**src/rtl/within_frame_gen.sv**
```systemverilog
// Generator for the b/c/a "window within frame" pattern: b for N cycles, a one-cycle
// c terminator, and an a window placed at a programmed offset inside that span.
module within_frame_gen #(
  parameter int LEN_W = 4
) (
  input  logic             clk,
  input  logic             rst_n,
  input  logic             start,
  input  logic [LEN_W-1:0] frame_len,
  input  logic [LEN_W-1:0] win_off,
  input  logic [LEN_W-1:0] win_len,
  output logic             b,
  output logic             c,
  output logic             a,
  output logic             busy,
  output logic             done,
  output logic             err
);

  typedef enum logic [1:0] {IDLE, BODY, TAIL} state_e;

  state_e           state_q;
  logic [LEN_W-1:0] frameLen_q;
  logic [LEN_W-1:0] winOff_q;
  logic [LEN_W:0]   winEnd_q;
  logic [LEN_W:0]   pos_q;

  logic [LEN_W:0]   reqEnd_d;
  logic             reqLegal_d;
  logic [LEN_W:0]   pos_d;
  logic [LEN_W:0]   lastPos;

  // The window end is one bit wider so offset + length cannot wrap.
  always_comb begin
    reqEnd_d   = {1'b0, win_off} + {1'b0, win_len};
    reqLegal_d = (frame_len != '0) && (win_len != '0) &&
                 (reqEnd_d <= ({1'b0, frame_len} + (LEN_W+1)'(1)));
    pos_d      = pos_q + (LEN_W+1)'(1);
    lastPos    = {1'b0, frameLen_q} - (LEN_W+1)'(1);
  end

  function automatic logic inWindow(input logic [LEN_W:0] p,
                                    input logic [LEN_W-1:0] off,
                                    input logic [LEN_W:0] winEnd);
    return (p >= {1'b0, off}) && (p < winEnd);
  endfunction

  always_ff @(posedge clk or negedge rst_n) begin
    if (!rst_n) begin
      state_q    <= IDLE;
      frameLen_q <= '0;
      winOff_q   <= '0;
      winEnd_q   <= '0;
      pos_q      <= '0;
      b          <= 1'b0;
      c          <= 1'b0;
      a          <= 1'b0;
      busy       <= 1'b0;
      done       <= 1'b0;
      err        <= 1'b0;
    end else begin
      done <= 1'b0;
      err  <= 1'b0;
      case (state_q)
        IDLE: begin
          if (start) begin
            frameLen_q <= frame_len;
            winOff_q   <= win_off;
            winEnd_q   <= reqEnd_d;
            if (reqLegal_d) begin
              state_q <= BODY;
              pos_q   <= '0;
              b       <= 1'b1;
              busy    <= 1'b1;
              // Position 0 is inside the window only for a zero offset (length is nonzero).
              a       <= (win_off == '0);
            end else begin
              err <= 1'b1;
            end
          end
        end
        BODY: begin
          pos_q <= pos_d;
          a     <= inWindow(pos_d, winOff_q, winEnd_q);
          if (pos_q == lastPos) begin
            state_q <= TAIL;
            b       <= 1'b0;
            c       <= 1'b1;
          end
        end
        TAIL: begin
          state_q <= IDLE;
          c       <= 1'b0;
          a       <= 1'b0;
          busy    <= 1'b0;
          done    <= 1'b1;
        end
        default: begin
          state_q <= IDLE;
          b       <= 1'b0;
          c       <= 1'b0;
          a       <= 1'b0;
          busy    <= 1'b0;
        end
      endcase
    end
  end

endmodule

```
**config.mk**
```make
export PLATFORM = sky130hd
export DESIGN_NAME = within_frame_gen
export DESIGN_NICKNAME = d
export VERILOG_FILES = /design/src/rtl/within_frame_gen.sv
export SDC_FILE = /design/constraint.sdc
export NUM_CORES = 1
export LEC_CHECK = 0
export BUFFER_PORTS_ARGS = -buffer_cell sky130_fd_sc_hd__buf_2
export CAP_MARGIN = 20
export CORE_UTILIZATION = 47
export CTS_CLUSTER_DIAMETER = 200
export CTS_CLUSTER_SIZE = 20
export DETAILED_ROUTE_END_ITERATION = 16
export GPL_TIMING_DRIVEN = 1
export PLACE_DENSITY = 0.67
export SETUP_SLACK_MARGIN = 0.2
export SYNTH_ARGS = -nofsm -noshare
export SYNTH_HDL_FRONTEND = slang
export SYNTH_SLANG_ARGS = --single-unit
```
**constraint.sdc**
```tcl
create_clock -name clk -period 2.4 [get_ports clk]
set_input_delay 0.36 -clock clk [delete_from_list [all_inputs] [get_ports clk]]
set_output_delay 0.36 -clock clk [all_outputs]
set_load 0.1 [all_outputs]
```
==> results of run 1 <==
## kinds of logic after synthesis
kind of cell,share of synthesized area
multiplexers,0.0321
adder cells (fa/ha/maj),0.165
AND/OR/NAND/NOR,0.131
flip-flops,0.380
XOR/XNOR,0.0562
AO/OA/AOI/OAI,0.171
buffers and inverters,0.0643
## critical path, cell delays in order
cell and delay, ns:
buf_8 0.10, ha_4 0.15, fa_2 0.34, a21o_1 0.16
a21o_1 0.21, ha_4 0.28, a21o_1 0.13, mux2i_1 0.08
a21o_2 0.22, a21o_4 0.23, a221oi_2 0.26
## what timing repair did
action	CTS	global route
buffers inserted	0	2
pin swaps	8	9
resized for setup	4	6
gates cloned	0	0
setup endpoints to repair	9	9
## layout make-up
type / instances / share of cell area
Timing Repair Buffer: 37 / 0.116
Multi-Input combinational cell: 127 / 0.482
Inverter: 21 / 0.0376
Clock inverter: 1 / 0.0143
Sequential cell: 26 / 0.312
Tap cell: 46 / 0.0275
Clock buffer: 3 / 0.0107
## synth_stat cells
| library cell | number |
|---|---|
| a21o_2 | 2 |
| o21ai_0 | 16 |
| a41oi_1 | 1 |
| nor3_1 | 4 |
| a22oi_1 | 2 |
| o2bb2ai_1 | 1 |
| inv_1 | 21 |
| buf_2 | 1 |
| nor4_1 | 1 |
| dfrtp_1 | 26 |
| and2_1 | 2 |
| a21oi_1 | 5 |
| o221ai_1 | 1 |
| o211a_1 | 1 |
| a221oi_2 | 1 |
| a21o_1 | 4 |
| clkbuf_1 | 3 |
| xor2_1 | 3 |
| mux2_2 | 4 |
| nand3b_1 | 1 |
| xnor2_1 | 8 |
| a221oi_1 | 1 |
| buf_4 | 2 |
| mux2i_1 | 1 |
| a311oi_1 | 1 |
| nand2_1 | 15 |
| a311oi_2 | 1 |
| o211ai_1 | 1 |
| nand2b_1 | 5 |
| a31oi_1 | 1 |
| nor2b_1 | 3 |
| ha_1 | 21 |
| and2_2 | 1 |
| a22o_1 | 1 |
| a2111o_1 | 1 |
| nor2_1 | 8 |
| nand3_1 | 7 |
| fa_1 | 1 |
| a211oi_1 | 1 |
## worst min-delay path by stage
stage	from	to	depth (start not counted)	slack [ns]
2_1_floorplan	rst_n	a$_DFFE_PN0P_	0	0.06
3_3_place_gp	rst_n	winEnd_q[1]$_DFFE_PN0P_	1	0.39
3_5_place_dp	rst_n	winEnd_q[1]$_DFFE_PN0P_	1	0.40
4_1_cts	rst_n	winEnd_q[1]$_DFFE_PN0P_	1	0.02
5_1_grt	rst_n	err$_DFF_PN0_	1	0.05
6_report	rst_n	winEnd_q[3]$_DFFE_PN0P_	1	0.005
## layer usage
| metal | up-vias | GRT usage |
|---|---|---|
| li1 | 687 | - |
| met1 | 665 | 0.269 |
| met2 | 31 | 0.361 |
| met3 | 4 | 0.0328 |
| met4 | 0 | 0.0552 |
| met5 | - | 0 |
## stage by stage
step / utilization / std cells
after floorplan: - / 180
after global placement: 0.580 / 255
after detailed placement: 0.580 / 255
after CTS: 0.603 / 259
after global routing: 0.614 / 261
final: 0.614 / 261
## registers in the layout (all words and copies together) (netlist names)
| register | count |
|---|---|
| b | 1 |
| c | 1 |
| winEnd_q | 5 |
| pos_q | 5 |
| a | 1 |
| state_q | 2 |
| winOff_q | 4 |
| done | 1 |
| frameLen_q | 4 |
| busy | 1 |
| err | 1 |
## power groups by stage
stage	clock (mW)	combinational (mW)	sequential, mW
after detailed placement	0	1.63	0.811
after floorplan	0	1.02	1.01
final	0.308	1.69	0.804
after global routing	0.328	1.86	0.830
after CTS	0.314	1.64	0.803
after global placement	0	1.56	0.804
==> impl_metrics.toml, run 1 <==
[synth]
yosysUniqueCellTypes = 39
yosys_warnings = 0
synth_top_area_share = 0.380
syn-instance-count = 180
ys_top_cells_by_area = "dfrtp_1 38%, ha_1 15%, o21ai_0 4.7%"
seq_area_frac_synth = 0.380
ys_ff_latch = 26
synth_nets = 217
synth_area_per_cell_um2 = 9.52
synth_largest_area_cell = "dfrtp_1"
syn-cell-area_mm2 = 0.00171

[detailed_routing]
wl_per_cell_um = 14.2
route.met2.wl_um = 1800
firstDrtPassIters = 4
via_count = 1387
vias_per_cell = 5.31
ant_nets = 0
drtIter0Drc = 50
wl_met1_um = 1770
drcViolationCount = 0
routed_wl_um = 3710
route.met3.wl_um = 105
top_layer_used = "met4"

[floorplan]
io_pins = 21
die_area_mm2 = 0.00389
core.rowCount = 21
chipWidth_um = 62.4
coreArea_mm2 = 0.00342
initial_core_util = 0.501
die_h_um = 62.4

[finish]
synthToLayoutAreaGrowth_pct = 22.4
antenna_cells = 0
layout_commonest_cell = "dfrtp_1"
nets = 253
layout_common_cells = "24 x dfrtp_1, 21 x inv_1, 19 x ha_1"
finalInstanceArea_mm2 = 0.00210
fill_cells = 307
register_area_um2 = 653
layout-drive-gt1-share = 0.274
multiInputGateArea_mm2 = 0.00101

[power]
comb_power_share = 0.603
ir_worst_vdd_mv = 0.463
clockPowerShare = 0.110
p_sw_frac = 0.461
power_leakage_nw = 1.02
power_density_mw_per_mm2 = 1340
seq_power_share = 0.287
power_mw = 2.80
p_int_mw = 1.51
p_switching_mw = 1.29

[setup_path]
crit_path_end_kind = "register"
cp-endpoint = "a$_DFFE_PN0P_"
startpoint = "win_len[0]"
timing.rr.start = "pos_q[1]$_DFFE_PN0P_"
worstRegToRegCells = 8
r2r_setup_slack_ns = 0.16
crit_type = "in -> reg"
reg2reg_to = "a$_DFFE_PN0P_"
crit_arrival_ns = 2.52
cp_max_fo = 6
required_ns = 2.64
start_kind = "input port"

[sta]
relSlewSlack = 0.612
drv_slew = 0
hold_viol = 0
whs_ns = 0.00547
fmax_ghz = 0.440
setup_viol = 0
finClkSkew_ns = 0.00153
worst_slew_pin_slew_ns = 0.581
min_period_ns = 2.27
finalCritPeriodShare = 0.948
tns_ns = 0
setup_slack_ns = 0.126
rsz0062_at_grt = "yes"

[clock_network]
cts_root_buffer = "clkbuf_4"
cts_num_sinks = 26
holdBufCountCts = 0
htree_num_levels = 1
cts_max_path_buffers = 2
clkLatencyLatePin_ns = 0.33
cts_inserted_buffers = 3
cts_tree = "done"
clk_pin_slew_ns = 0.15

[place]
gp_congestion = 0.799
io_buffer_count = 20
placed_area_mm2 = 0.00198
post-place-ws_ns = -0.276
dp_hpwl_um = 2950

[grt]
antenna_found_initial = 0
gr-usage-all-layers = 0.208
grt_first_pass_wirelength_um = 6330
grt_overflow_total = 0
grt_max_degree = 27
grt_pass1_vias = 1433

[flow_run]
cap_violations = 0

[hold_path]
min_path_type = "in -> async"

[outcome]
status = "finished clean"
(Power assumes the default switching activity.)
==> run 2: changes to the inputs <==
--- a/config.mk
+++ b/config.mk
@@ -5,7 +5,7 @@
 export SDC_FILE = /design/constraint.sdc
 export NUM_CORES = 1
 export LEC_CHECK = 0
-export BUFFER_PORTS_ARGS = -buffer_cell sky130_fd_sc_hd__buf_2
+export BUFFER_PORTS_ARGS = -buffer_cell sky130_fd_sc_hd__buf_4
 export CAP_MARGIN = 20
 export CORE_UTILIZATION = 47
 export CTS_CLUSTER_DIAMETER = 200
==> run 2 against run 1 <==
  * Worst hold slack improved by 0.25 ns
  * Clock skew increased by 0.0035 ns
  * Setup slack got worse by 0.053 ns
  * Die area unchanged
  * Largest power group unchanged
  * Non-clock buffer count increased by 1
  * Register-to-register slack got worse by 0.03 ns
  * Critical path depth increased by 1
  * Clock power about the same
  * Sequential share of layout area decreased by 1.3 points
  * Sequential power increased by 4.9%
  * Design area increased by 4.4%
  * Clock-buffer cell count unchanged
  * Largest cell class unchanged
==> impl_metrics.toml, run 2 (same netlist as run 1, synthesis figures left out) <==
[outcome]
status = "finished clean"

[power]
seq_power_share = 0.291
p_sw_frac = 0.460
p_int_mw = 1.56
power_density_mw_per_mm2 = 1320
power_leakage_nw = 1.05
p_switching_mw = 1.33
clockPowerShare = 0.106
comb_power_share = 0.603
ir_worst_vdd_mv = 0.583

[finish]
finalInstanceArea_mm2 = 0.00219
synthToLayoutAreaGrowth_pct = 27.7
nets = 254
final_util = 0.640
antenna_cells = 0
layout-drive-gt1-share = 0.292
layout_commonest_cell = "buf_4"
layout_common_cells = "35 x buf_4, 24 x dfrtp_1, 21 x inv_1"
reg_top3 = "pos_q x5, winEnd_q x5"

[detailed_routing]
wl_per_cell_um = 14.8
via_count = 1404
drtIter0Drc = 65
ant_nets = 0
firstDrtPassIters = 4
drcViolationCount = 0
routed_wl_um = 3890
vias_per_cell = 5.36

[grt]
grt_overflow_total = 0
grt_max_degree = 27
antenna_found_initial = 0
gr-usage-all-layers = 0.219
grt_first_pass_wirelength_um = 6670
grt_pass1_vias = 1492

[floorplan]
die_h_um = 62.4
core.rowCount = 21
die_area_mm2 = 0.00389
chipWidth_um = 62.4
coreArea_mm2 = 0.00342
initial_core_util = 0.501
io_pins = 21

[clock_network]
cts_tree = "done"
cts_max_path_buffers = 2
htree_num_levels = 1
clk_pin_slew_ns = 0.15
cts_root_buffer = "clkbuf_4"
cts_num_sinks = 26
cts_inserted_buffers = 3
clkLatencyLatePin_ns = 0.32

[sta]
rsz0062_at_grt = "yes"
finClkSkew_ns = 0.00504
worst_slew_pin_slew_ns = 0.757
hold_viol = 0
tns_ns = 0
setup_viol = 0
finalCritPeriodShare = 0.970
min_period_ns = 2.33
drv_slew = 0
relSlewSlack = 0.496
fmax_ghz = 0.430

[place]
gp_congestion = 0.813
placed_area_mm2 = 0.00202
io_buffer_count = 20
dp_hpwl_um = 3030

[setup_path]
r2r_setup_slack_ns = 0.13
required_ns = 2.63
timing.rr.start = "pos_q[0]$_DFFE_PN0P_"
cp_max_fo = 3
crit_path_end_kind = "register"
crit_arrival_ns = 2.56
reg2reg_to = "a$_DFFE_PN0P_"
worstRegToRegCells = 6
crit_type = "in -> reg"
start_kind = "input port"

[hold_path]
min_path_cells = 3
hold_path_end = "winOff_q[3]$_DFFE_PN0P_"
min_path_type = "in -> reg"
hold_start = "win_off[3]"

[flow_run]
cap_violations = 0
run 2: changes by cell type in the layout (fill, tap and decap cells not counted), sizes merged:
| cell | before | now |
|---|---|---|
| dlygate4sd3 | 0 | 1 |
run 2: how the worst max path moves through the flow:
| stage | from | slack [ns] | end | cells after the start |
|---|---|---|---|---|
| after CTS | win_len[0] | 0.07 | a$_DFFE_PN0P_ | 11 |
| final | win_off[0] | 0.07 | state_q[0]$_DFFE_PN0P_ | 12 |
| after floorplan | win_off[0] | 0.02 | a$_DFFE_PN0P_ | 10 |
| after global routing | pos_q[0]$_DFFE_PN0P_ | 0.02 | a$_DFFE_PN0P_ | 6 |
| after global placement | win_off[0] | -0.17 | a$_DFFE_PN0P_ | 11 |
| after detailed placement | win_off[0] | -0.30 | a$_DFFE_PN0P_ | 11 |
run 2: stage by stage:
| stage | power [mW] | instances | setup slack [ns] | hold WS [ns] |
|---|---|---|---|---|
| 2_1_floorplan | 2.02 | 180 | 0.0197 | 0.0644 |
| 3_3_place_gp | 2.37 | 253 | -0.173 | 0.285 |
| 3_5_place_dp | 2.46 | 253 | -0.300 | 0.292 |
| 4_1_cts | 2.79 | 259 | 0.0685 | 0.249 |
| 5_1_grt | 3.14 | 262 | 0.0215 | 0.272 |
| 6_report | 2.89 | 262 | 0.0731 | 0.258 |
run 2: power by group through the flow:
stage                     clock [mW]  sequential (mW)  combinational [mW]
after floorplan                    0             1.01                1.02
after global placement             0            0.827                1.54
after detailed placement           0            0.836                1.62
after CTS                      0.308            0.830                1.65
after global routing           0.327            0.872                1.94
final                          0.306            0.843                1.75
run 2: worst max-delay path, stage by stage:
cell,delay (ns)
buf_8,0.10
ha_4,0.15
fa_2,0.36
a21o_1,0.17
a21o_1,0.22
ha_4,0.28
a21o_1,0.12
mux2i_1,0.07
a21o_2,0.23
buf_4,0.14
and2_4,0.13
a22o_1,0.23
run 2: area by class of cell:
cell class	instances	area (um^2)
multi-input cells	127	1050
clock buffers	3	22.5
well taps	46	57.6
clock inverters	1	30.0
flip-flops and latches	26	653
inverters	21	78.8
repair buffers	38	299
fillers	292	1230
run 2: what timing repair did:
action | in CTS | in global routing
hold buffers | 1 | 0
setup buffers | 1 | 3
resized for setup | 5 | 10
endpoints found under the setup margin | 8 | 9
pin swaps | 9 | 13
endpoints found under the hold margin | 26 | 0
run 2: routing by layer:
metal	up-vias	share of wire	GRT usage
met2	25	0.51	0.380
met3	2	0.025	0.0328
met5	-	0	0
met1	684	0.46	0.277
li1	693	-	-
met4	0	0.0069	0.0756
==> run 3: changes to the inputs <==
--- a/config.mk
+++ b/config.mk
@@ -7,12 +7,14 @@
 export LEC_CHECK = 0
 export BUFFER_PORTS_ARGS = -buffer_cell sky130_fd_sc_hd__buf_4
 export CAP_MARGIN = 20
-export CORE_UTILIZATION = 47
+export CELL_PAD_IN_SITES_DETAIL_PLACEMENT = 1
+export CELL_PAD_IN_SITES_GLOBAL_PLACEMENT = 2
+export CORE_UTILIZATION = 36
 export CTS_CLUSTER_DIAMETER = 200
 export CTS_CLUSTER_SIZE = 20
 export DETAILED_ROUTE_END_ITERATION = 16
 export GPL_TIMING_DRIVEN = 1
-export PLACE_DENSITY = 0.67
+export PLACE_DENSITY_LB_ADDON = 0.1
 export SETUP_SLACK_MARGIN = 0.2
 export SYNTH_ARGS = -nofsm -noshare
 export SYNTH_HDL_FRONTEND = slang
==> run 3 against run 2 <==
  * Sequential power is 0.9% lower
  * Global-route usage decreased by 2.3 points
  * Final cell count increased by 3.1%
  * Power grew 4.5%
  * Via count is 3.0% higher
  * Register-to-register slack got worse by 0.06 ns
  * Clock power increased by 20%
  * Critical path type is now reg -> reg
  * Non-clock buffer count increased by 2
  * Design area grew 1.4%
  * Highest routed layer unchanged
==> impl_metrics.toml, run 3 (same netlist as run 1, synthesis figures left out) <==
[floorplan]
io_pins = 21
core.rowCount = 24
die_area_mm2 = 0.00504
initial_core_util = 0.383
coreArea_mm2 = 0.00447
chipWidth_um = 71.0
die_h_um = 71.0

[finish]
reg_top3 = "pos_q x5, winEnd_q x5"
register_area_um2 = 652
layout_common_cells = "37 x buf_4, 25 x dfrtp_1, 21 x inv_1"
final_util = 0.496
multiInputGateArea_mm2 = 0.00104
nets = 256
layout-drive-gt1-share = 0.289
fill_cells = 501
antenna_cells = 0
synthToLayoutAreaGrowth_pct = 29.5
layout_commonest_cell = "buf_4"

[clock_network]
cts_root_buffer = "clkbuf_8"
clkLatencyLatePin_ns = 0.27
cts_tree = "done"
cts_max_path_buffers = 2
cts_inserted_buffers = 3
cts_num_sinks = 26
htree_num_levels = 1
clk_pin_slew_ns = 0.09

[setup_path]
crit_family = "compound AO/OA/AOI/OAI gates"
crit_arrival_ns = 2.52
r2r_setup_slack_ns = 0.07
cp_max_fo = 5
required_ns = 2.59
cp.buffers_inverters = 0
crit_type = "reg -> reg"
crit_slowest_cell = "dfrtp_1"
max_stage_delay_ns = 0.46
cp_cell_sequence = "ha_1 -> xor2_2 -> ha_1 -> o21ai_0 -> nand2b_1 -> a311oi_2 -> a21oi_1 -> a221oi_2"
start_kind = "register"
crit_path_end_kind = "register"
cpMostUsedCell = "ha_1"

[detailed_routing]
top_layer_used = "met4"
drtIter0Drc = 30
drcViolationCount = 0
via_count = 1446
firstDrtPassIters = 4
vias_per_cell = 5.36
wl_met1_um = 2050
route.met3.wl_um = 68
wl_per_cell_um = 16.7
routed_wl_um = 4500
route.met2.wl_um = 2320
ant_nets = 0

[sta]
rsz0062_at_grt = "yes"
finClkSkew_ns = 0.00305
fmax_ghz = 0.429
relSlewSlack = 0.718
setup_viol = 0
setup_slack_ns = 0.0678
worst_slew_pin_slew_ns = 0.419
hold_viol = 0
drv_slew = 0
min_period_ns = 2.33
whs_ns = 0.322
finalCritPeriodShare = 0.972

[grt]
gr-usage-all-layers = 0.196
grt_pass1_vias = 1571
antenna_found_initial = 0
grt_max_degree = 27
grt_overflow_total = 0
grt_first_pass_wirelength_um = 7550

[hold_path]
min_path_type = "in -> reg"

[power]
power_mw = 3.02
power_density_mw_per_mm2 = 1360
ir_worst_vdd_mv = 0.525
power_leakage_nw = 1.06

[place]
gp_congestion = 0.804
dp_hpwl_um = 3520
post-place-ws_ns = -0.267
io_buffer_count = 20

[outcome]
status = "finished clean"

[flow_run]
cap_violations = 0
==> run 3: final timing paths <==
| kind | startpoint | end | cells past startpoint |
|---|---|---|---|
| min | frame_len[1] | frameLen_q[1]$_DFFE_PN0P_ | 3 |
| max in group asynchronous | rst_n | pos_q[1]$_DFFE_PN0P_ | 2 |
| min in group asynchronous | rst_n | winOff_q[1]$_DFFE_PN0P_ | 2 |
| min reg2reg | c$_DFFE_PN0P_ | c$_DFFE_PN0P_ | 1 |
| max reg2reg | pos_q[0]$_DFFE_PN0P_ | a$_DFFE_PN0P_ | 8 |
| max | pos_q[0]$_DFFE_PN0P_ | a$_DFFE_PN0P_ | 8 |
==> run 3: layout make-up <==
type	instances	area share
clock buffers	3	0.0186
clock inverters	1	0.0135
inverters	21	0.0355
multi-input cells	127	0.468
flip-flops and latches	26	0.294
well taps	52	0.0293
repair buffers	40	0.142
==> run 3: per-layer routing <==
metal | global-route usage | vias up
met1 | 0.253 | 724
met3 | 0.0228 | 6
met2 | 0.342 | 18
met4 | 0.0667 | 0
li1 | - | 698
met5 | 0 | -
==> run 3: where the power goes <==
group / internal, mW / switching (mW)
registers: 0.640 / 0.195
clock network: 0.223 / 0.144
logic: 0.765 / 1.06
==> run 3: worst min-delay path, cell delays in order <==
cell,delay (ns)
buf_4,0.10
nand2_1,0.04
o21ai_0,0.06
==> run 3: timing repair <==
| action | in CTS | in global routing |
|---|---|---|
| hold buffers | 1 | 0 |
| pin swaps | 10 | 4 |
| setup endpoints to repair | 9 | 9 |
| resized for setup | 6 | 8 |
| setup buffers | 0 | 4 |
| hold endpoints to repair | 26 | 0 |
==> run 3: per-stage QoR <==
step | std cells | cell area, um^2 | setup TNS, ns
after CTS | 266 | 2160 | 0
after detailed placement | 261 | 2040 | -1.64
after global placement | 261 | 2040 | -1.07
after floorplan | 180 | 1740 | 0
final | 270 | 2220 | 0
after global routing | 270 | 2220 | -0.0285
